### src/rtl/fn_sw_pkg.sv
// Shared types and constants for the fu_sw truth-table sweep engine.
package fn_sw_pkg;

  typedef enum logic [1:0] {
    ST_IDLE   = 2'd0,
    ST_WAIT   = 2'd1,
    ST_SAMPLE = 2'd2,
    ST_DONE   = 2'd3
  } state_t;

  localparam logic [15:0] FN_SW_EXPECT = 16'h96E8;
  localparam int          FN_SW_IDX_W  = 4;
  localparam int          FN_SW_ERR_W  = 5;

  // Mismatch count after one more sample; 16 samples max, so 5 bits never overflow.
  function automatic logic [FN_SW_ERR_W-1:0] err_step(input logic [FN_SW_ERR_W-1:0] cnt,
                                                      input logic mism);
    return cnt + {{(FN_SW_ERR_W-1){1'b0}}, mism};
  endfunction

endpackage

### src/rtl/fn_sw_scan_if.sv
// Handshake and result bundle between the sweep engine and fu_sw / its requester.
interface fn_sw_scan_if;
  import fn_sw_pkg::*;

  logic                   start;
  logic                   y_i;
  logic                   a_o;
  logic                   b_o;
  logic [1:0]             sel_o;
  logic                   busy;
  logic                   done;
  logic                   pass;
  logic [15:0]            tbl;
  logic [FN_SW_ERR_W-1:0] err_cnt;

  modport master (
    input  start, y_i,
    output a_o, b_o, sel_o, busy, done, pass, tbl, err_cnt
  );

  modport slave (
    output start, y_i,
    input  a_o, b_o, sel_o, busy, done, pass, tbl, err_cnt
  );

endinterface

### src/rtl/fn_sw_scan_timer.sv
// Settle counter: hit is high while the count equals SETTLE-1.
module fn_sw_scan_timer #(
  parameter int SETTLE = 1
) (
  input  logic clk,
  input  logic rst,
  input  logic clr,
  input  logic en,
  output logic hit
);

  localparam int W = (SETTLE > 1) ? $clog2(SETTLE) : 1;

  logic [W-1:0] cnt;

  // Clear has priority so the cycle that hits also rearms the counter.
  always_ff @(posedge clk or posedge rst) begin
    if (rst) begin
      cnt <= '0;
    end else if (clr) begin
      cnt <= '0;
    end else if (en) begin
      cnt <= cnt + W'(1);
    end else begin
      cnt <= cnt;
    end
  end

  assign hit = (cnt == W'(SETTLE - 1));

endmodule

### src/rtl/fn_sw_scan.sv
// Drives fu_sw through all 16 {sel,b,a} inputs, captures y and grades it against EXPECT.
module fn_sw_scan
  import fn_sw_pkg::*;
#(
  parameter int          SETTLE = 1,
  parameter logic [15:0] EXPECT = FN_SW_EXPECT
) (
  input logic          clk,
  input logic          rst,
  fn_sw_scan_if.master bus
);

  state_t                 state;
  state_t                 state_nx;
  logic [FN_SW_IDX_W-1:0] idx;
  logic                   t_clr;
  logic                   t_en;
  logic                   t_hit;
  logic                   accept;
  logic                   sample;
  logic                   mism;
  logic [FN_SW_ERR_W-1:0] err_nx;
  logic                   busy;
  logic                   done;
  logic                   pass;
  logic [15:0]            tbl;
  logic [FN_SW_ERR_W-1:0] err_cnt;

  fn_sw_scan_timer #(.SETTLE(SETTLE)) u_timer (
    .clk (clk),
    .rst (rst),
    .clr (t_clr),
    .en  (t_en),
    .hit (t_hit)
  );

  // State register.
  always_ff @(posedge clk or posedge rst) begin
    if (rst) begin
      state <= ST_IDLE;
    end else begin
      state <= state_nx;
    end
  end

  // Next-state and per-state control strobes.
  always_comb begin
    state_nx = state;
    t_clr    = 1'b0;
    t_en     = 1'b0;
    accept   = 1'b0;
    sample   = 1'b0;
    case (state)
      ST_IDLE: begin
        if (bus.start) begin
          state_nx = ST_WAIT;
          t_clr    = 1'b1;
          accept   = 1'b1;
        end else begin
          state_nx = ST_IDLE;
        end
      end
      ST_WAIT: begin
        t_en = 1'b1;
        if (t_hit) begin
          state_nx = ST_SAMPLE;
          t_clr    = 1'b1;
        end else begin
          state_nx = ST_WAIT;
        end
      end
      ST_SAMPLE: begin
        sample = 1'b1;
        if (idx == 4'd15) begin
          state_nx = ST_DONE;
        end else begin
          state_nx = ST_WAIT;
        end
      end
      ST_DONE: begin
        state_nx = ST_IDLE;
      end
      default: begin
        state_nx = ST_IDLE;
      end
    endcase
  end

  assign mism   = bus.y_i ^ EXPECT[idx];
  assign err_nx = err_step(err_cnt, mism);

  // Datapath; pass is graded from the count that already includes the final sample.
  always_ff @(posedge clk or posedge rst) begin
    if (rst) begin
      idx     <= '0;
      tbl     <= 16'h0000;
      err_cnt <= '0;
      pass    <= 1'b0;
      busy    <= 1'b0;
      done    <= 1'b0;
    end else begin
      busy <= (state_nx == ST_WAIT) || (state_nx == ST_SAMPLE);
      done <= (state_nx == ST_DONE);
      if (accept) begin
        idx     <= '0;
        tbl     <= 16'h0000;
        err_cnt <= '0;
        pass    <= 1'b0;
      end else if (sample) begin
        tbl[idx] <= bus.y_i;
        err_cnt  <= err_nx;
        if (idx == 4'd15) begin
          pass <= (err_nx == 5'd0);
        end else begin
          idx <= idx + 4'd1;
        end
      end else begin
        idx <= idx;
      end
    end
  end

  assign bus.a_o     = idx[0];
  assign bus.b_o     = idx[1];
  assign bus.sel_o   = idx[3:2];
  assign bus.busy    = busy;
  assign bus.done    = done;
  assign bus.pass    = pass;
  assign bus.tbl     = tbl;
  assign bus.err_cnt = err_cnt;

endmodule

### src/flat_wrapper.sv
// flat-port wrapper written by rule: the top's interface ports become plain ports
module fn_sw_scan_flat import fn_sw_pkg::*;
#(
  parameter int          SETTLE = 1,
  parameter logic [15:0] EXPECT = FN_SW_EXPECT
)
  (clk, rst, bus_start, bus_y_i, bus_a_o, bus_b_o, bus_sel_o, bus_busy, bus_done, bus_pass, bus_tbl, bus_err_cnt);
  fn_sw_scan_if bus_i ();
  input logic clk;
  input logic rst;
  input wire logic [$bits(bus_i.start)-1:0] bus_start;
  input wire logic [$bits(bus_i.y_i)-1:0] bus_y_i;
  output wire logic [$bits(bus_i.a_o)-1:0] bus_a_o;
  output wire logic [$bits(bus_i.b_o)-1:0] bus_b_o;
  output wire logic [$bits(bus_i.sel_o)-1:0] bus_sel_o;
  output wire logic [$bits(bus_i.busy)-1:0] bus_busy;
  output wire logic [$bits(bus_i.done)-1:0] bus_done;
  output wire logic [$bits(bus_i.pass)-1:0] bus_pass;
  output wire logic [$bits(bus_i.tbl)-1:0] bus_tbl;
  output wire logic [$bits(bus_i.err_cnt)-1:0] bus_err_cnt;
  assign bus_i.start = bus_start;
  assign bus_i.y_i = bus_y_i;
  assign bus_a_o = bus_i.a_o;
  assign bus_b_o = bus_i.b_o;
  assign bus_sel_o = bus_i.sel_o;
  assign bus_busy = bus_i.busy;
  assign bus_done = bus_i.done;
  assign bus_pass = bus_i.pass;
  assign bus_tbl = bus_i.tbl;
  assign bus_err_cnt = bus_i.err_cnt;
  fn_sw_scan #(.SETTLE(SETTLE), .EXPECT(EXPECT)) u_core (.clk(clk), .rst(rst), .bus(bus_i));
endmodule
### config.mk
export PLATFORM = sky130hd
export DESIGN_NAME = fn_sw_scan_flat
export DESIGN_NICKNAME = d
export VERILOG_FILES = /design/src/rtl/fn_sw_pkg.sv /design/src/rtl/fn_sw_scan_if.sv /design/src/rtl/fn_sw_scan_timer.sv /design/src/rtl/fn_sw_scan.sv /design/src/flat_wrapper.sv
export SDC_FILE = /design/constraint.sdc
export NUM_CORES = 1
export LEC_CHECK = 0
export CORE_ASPECT_RATIO = 1.25
export CORE_UTILIZATION = 30
export CTS_BUF_LIST = sky130_fd_sc_hd__clkbuf_8
export DETAILED_ROUTE_END_ITERATION = 12
export PLACE_DENSITY = 0.61
export SYNTH_ARGS = -nofsm -noshare
export SYNTH_HDL_FRONTEND = slang
export SYNTH_SLANG_ARGS = --single-unit
### constraint.sdc
create_clock -name clk -period 4.6 [get_ports clk]
set_clock_uncertainty 0.2 [all_clocks]
set_input_delay 1.38 -clock clk [delete_from_list [all_inputs] [get_ports clk]]
set_output_delay 1.38 -clock clk [all_outputs]
set_load 0.03 [all_outputs]
==> metrics.txt <==
gr ovfl total 0; max_cap viols 0; first-pass GRT wire length 5670 µm; Layout fillers 528; total nets after synthesis 170; Tmin final 3430 ps; CTS max path bufs 2; layout cells sized above 1 5.76%; Die Ht 83.4 µm; CTS tree done; worst slew pin tran 740 ps; Final GP Congestion 0.793; DRT Pass-1 Iters 4; Post-synth top flop dfrtp_1; Cell Area, Synth 0.00159 mm²; VDD IR max 0.000271 V; Initial Util 31.3%; initial antenna violation count 0; utilization after layout 40.0%; DRT Wirelength 3360 µm; fin area 0.00203 mm²; Detail Route Antenna Nets 0; Die Area 0.00560 mm²; Mapped Cells 159; drt wl/cell 13.3 µm; largest cells by area after synthesis dfrtp_1, mux2i_1, ha_1; die width 67.1 µm; Clk Tree Root Cell clkbuf_8; count leader, synth dfrtp_1; YS warnings 0; DR vias/cell 4.86; Core ar. 0.00508 mm²; area of the multi-input gates 749 µm²; hold_buf cts 0; Setup crit start kind primary input; status finished, final reports clean; register area 776 µm²; row count 29; crit-path max FO 17; Synth area leader dfrtp_1; Pwr Density 744 mW/mm²; drt drc 0; Detail Placement HPWL 2390 µm; CP cell instances clkdlybuf4s50_1 > buf_4 > xnor2_1 > ha_1 > ha_1 > or3b_1 > a21oi_1 > a21oi_1 > o41ai_2; Iter 0 DRT Violations 42; register bit count reported by yosys 31; post-synthesis async set-or-reset flop share 100%; clk_lat worst skew 280 ps; Synth Area per Inst 10.0 µm²; Commonest cells post-synth dfrtp_1, nor2_1, mux2i_1; vias in the first global route 1203; period utilization 74.5%; Post-CTS Setup Bufs 0; sw power 0.000671 W; Pleak 0.991 nW; TritonCTS buffer count 5; nets 201; top-area cell type share of the netlist area 48.7%; Critical Path RT 4580 ps; synthesis-to-layout area growth 27.7%; worst endpoint data arrival time 3410 ps; worst stage delay on the critical path 450 ps; max-slew violations 0; pin count of the biggest net entering global routing 32; Setup Viol. Count Final 0; Crit. End Element flip-flop; Placement Cell Area 0.00195 mm²; Post-synth EDFFs 0; Distinct cells, synth 31; setup TNS 0 ps; Comb pwr share 54.1%; number of port buffers 31; GR Util All Layers 13.5%; Rel. slew slack 50.7%; CP max stage cell clkdlybuf4s50_1; Sw Share 44.4%; worst hold-check path type flip-flop to flip-flop; Sink Count 31; Setup Crit Path Kind primary input to flip-flop; cts repair resizes 0; IO Count 32; vias 1229; Tot Pwr 0.00151 W; antenna cells 0; Sequential Power Share 32.7%; CTS HTree Levels 2; Clk pwr share 13.2%; RSZ-0062 raised after global routing false; part of the Yosys area used for sequential elements 48.7%; clk slew on worst S/H paths 60 ps; Hold Vio Cnt, Final 0; f_max 292 MHz; Power Internal 0.000841 W
layout by cell type (no fill, tap or decap), drive strengths merged, types with 2 or more instances in the layout:
cell / n
clkdlybuf4s50: 31
dfrtp: 31
nor2: 22
mux2i: 19
nand3: 17
nand2: 8
inv: 8
a21oi: 7
ha: 7
o21ai: 5
clkbuf: 5
xnor2: 4
nor2b: 3
nor3: 3
nand4: 3
and3: 2
a22o: 2
buf: 2
per-layer routing:
metal / global-route usage [%] / part of all wire [%] / vias up
met4: 6.38 / 2.1 / 0
met2: 22.7 / 51 / 23
met3: 3.71 / 3.8 / 6
met1: 15.3 / 43 / 587
li1: - / - / 613
met5: 0 / 0 / -
power groups by stage:
stage / clock, W / sequential, W / combinational, W
2_1_floorplan: 0 / 0.000662 / 0.000373
3_3_place_gp: 0 / 0.000500 / 0.000817
3_5_place_dp: 0 / 0.000503 / 0.000823
4_1_cts: 0.000208 / 0.000498 / 0.000827
5_1_grt: 0.000218 / 0.000515 / 0.000894
6_report: 0.000200 / 0.000494 / 0.000818
layout make-up:
| class | count | share of cell area, % |
|---|---|---|
| clock buffer | 5 | 3.39 |
| sequential | 31 | 38.2 |
| multi-input combinational | 113 | 36.9 |
| clock inverter | 3 | 0.616 |
| inverter | 6 | 1.11 |
| tap | 62 | 3.82 |
| timing repair buffer | 33 | 16.0 |
state kept, by name (all words and copies together) (netlist names):
register,cells
u_core.u_timer.cnt,1
u_core.bus.done,1
u_core.bus.err_cnt,5
u_core.bus.pass,1
u_core.bus.tbl,16
u_core.idx,4
u_core.state,2
u_core.bus.busy,1
per-stage QoR:
stage	hold slack [ps]	setup WS (ps)	cells
after floorplan	268	1100	159
after global placement	282	899	245
after detailed placement	293	878	245
after CTS	306	1170	253
after global routing	323	1010	253
final	300	1170	253
cells by family (layout without fill, tap and decap cells):
| kind of cell | after synthesis | after routing | synth area share (%) |
|---|---|---|---|
| AOI/OAI and AO/OA | 20 | 20 | 8.49 |
| buffers and inverters | 15 | 47 | 4.17 |
| adders and majority gates | 7 | 7 | 5.50 |
| muxes | 19 | 19 | 11.9 |
| and+or+nand+nor | 62 | 62 | 18.4 |
| xor gates and xnor gates | 5 | 5 | 2.75 |
| DFF | 31 | 31 | 48.7 |
worst max-delay path, delay by kind of cell:
family                     cells  cell delay (ps)
AOI/OAI and AO/OA              3              450
xor gates and xnor gates       1              100
adders and majority gates      2              450
buffers and inverters          2              650
and+or+nand+nor                1              360
path summary, 6_finish.rpt:
| path | cells past startpoint | endpoint | from | slack [ps] |
|---|---|---|---|---|
| max | 9 | u_core.bus.pass$_DFFE_PP0P_ | bus_y_i | 1170 |
| min | 2 | u_core.bus.pass$_DFFE_PP0P_ | u_core.bus.pass$_DFFE_PP0P_ | 300 |
| max reg2reg | 12 | u_core.bus.pass$_DFFE_PP0P_ | u_core.idx[1]$_DFFE_PP0P_ | 1740 |
| min reg2reg | 2 | u_core.bus.pass$_DFFE_PP0P_ | u_core.bus.pass$_DFFE_PP0P_ | 300 |
| max in group asynchronous | 3 | u_core.idx[3]$_DFFE_PP0P_ | rst | 2630 |
| min in group asynchronous | 3 | u_core.bus.done$_DFF_PP0_ | rst | 1270 |
No activity file was read; power rests on OpenSTA's default activity.
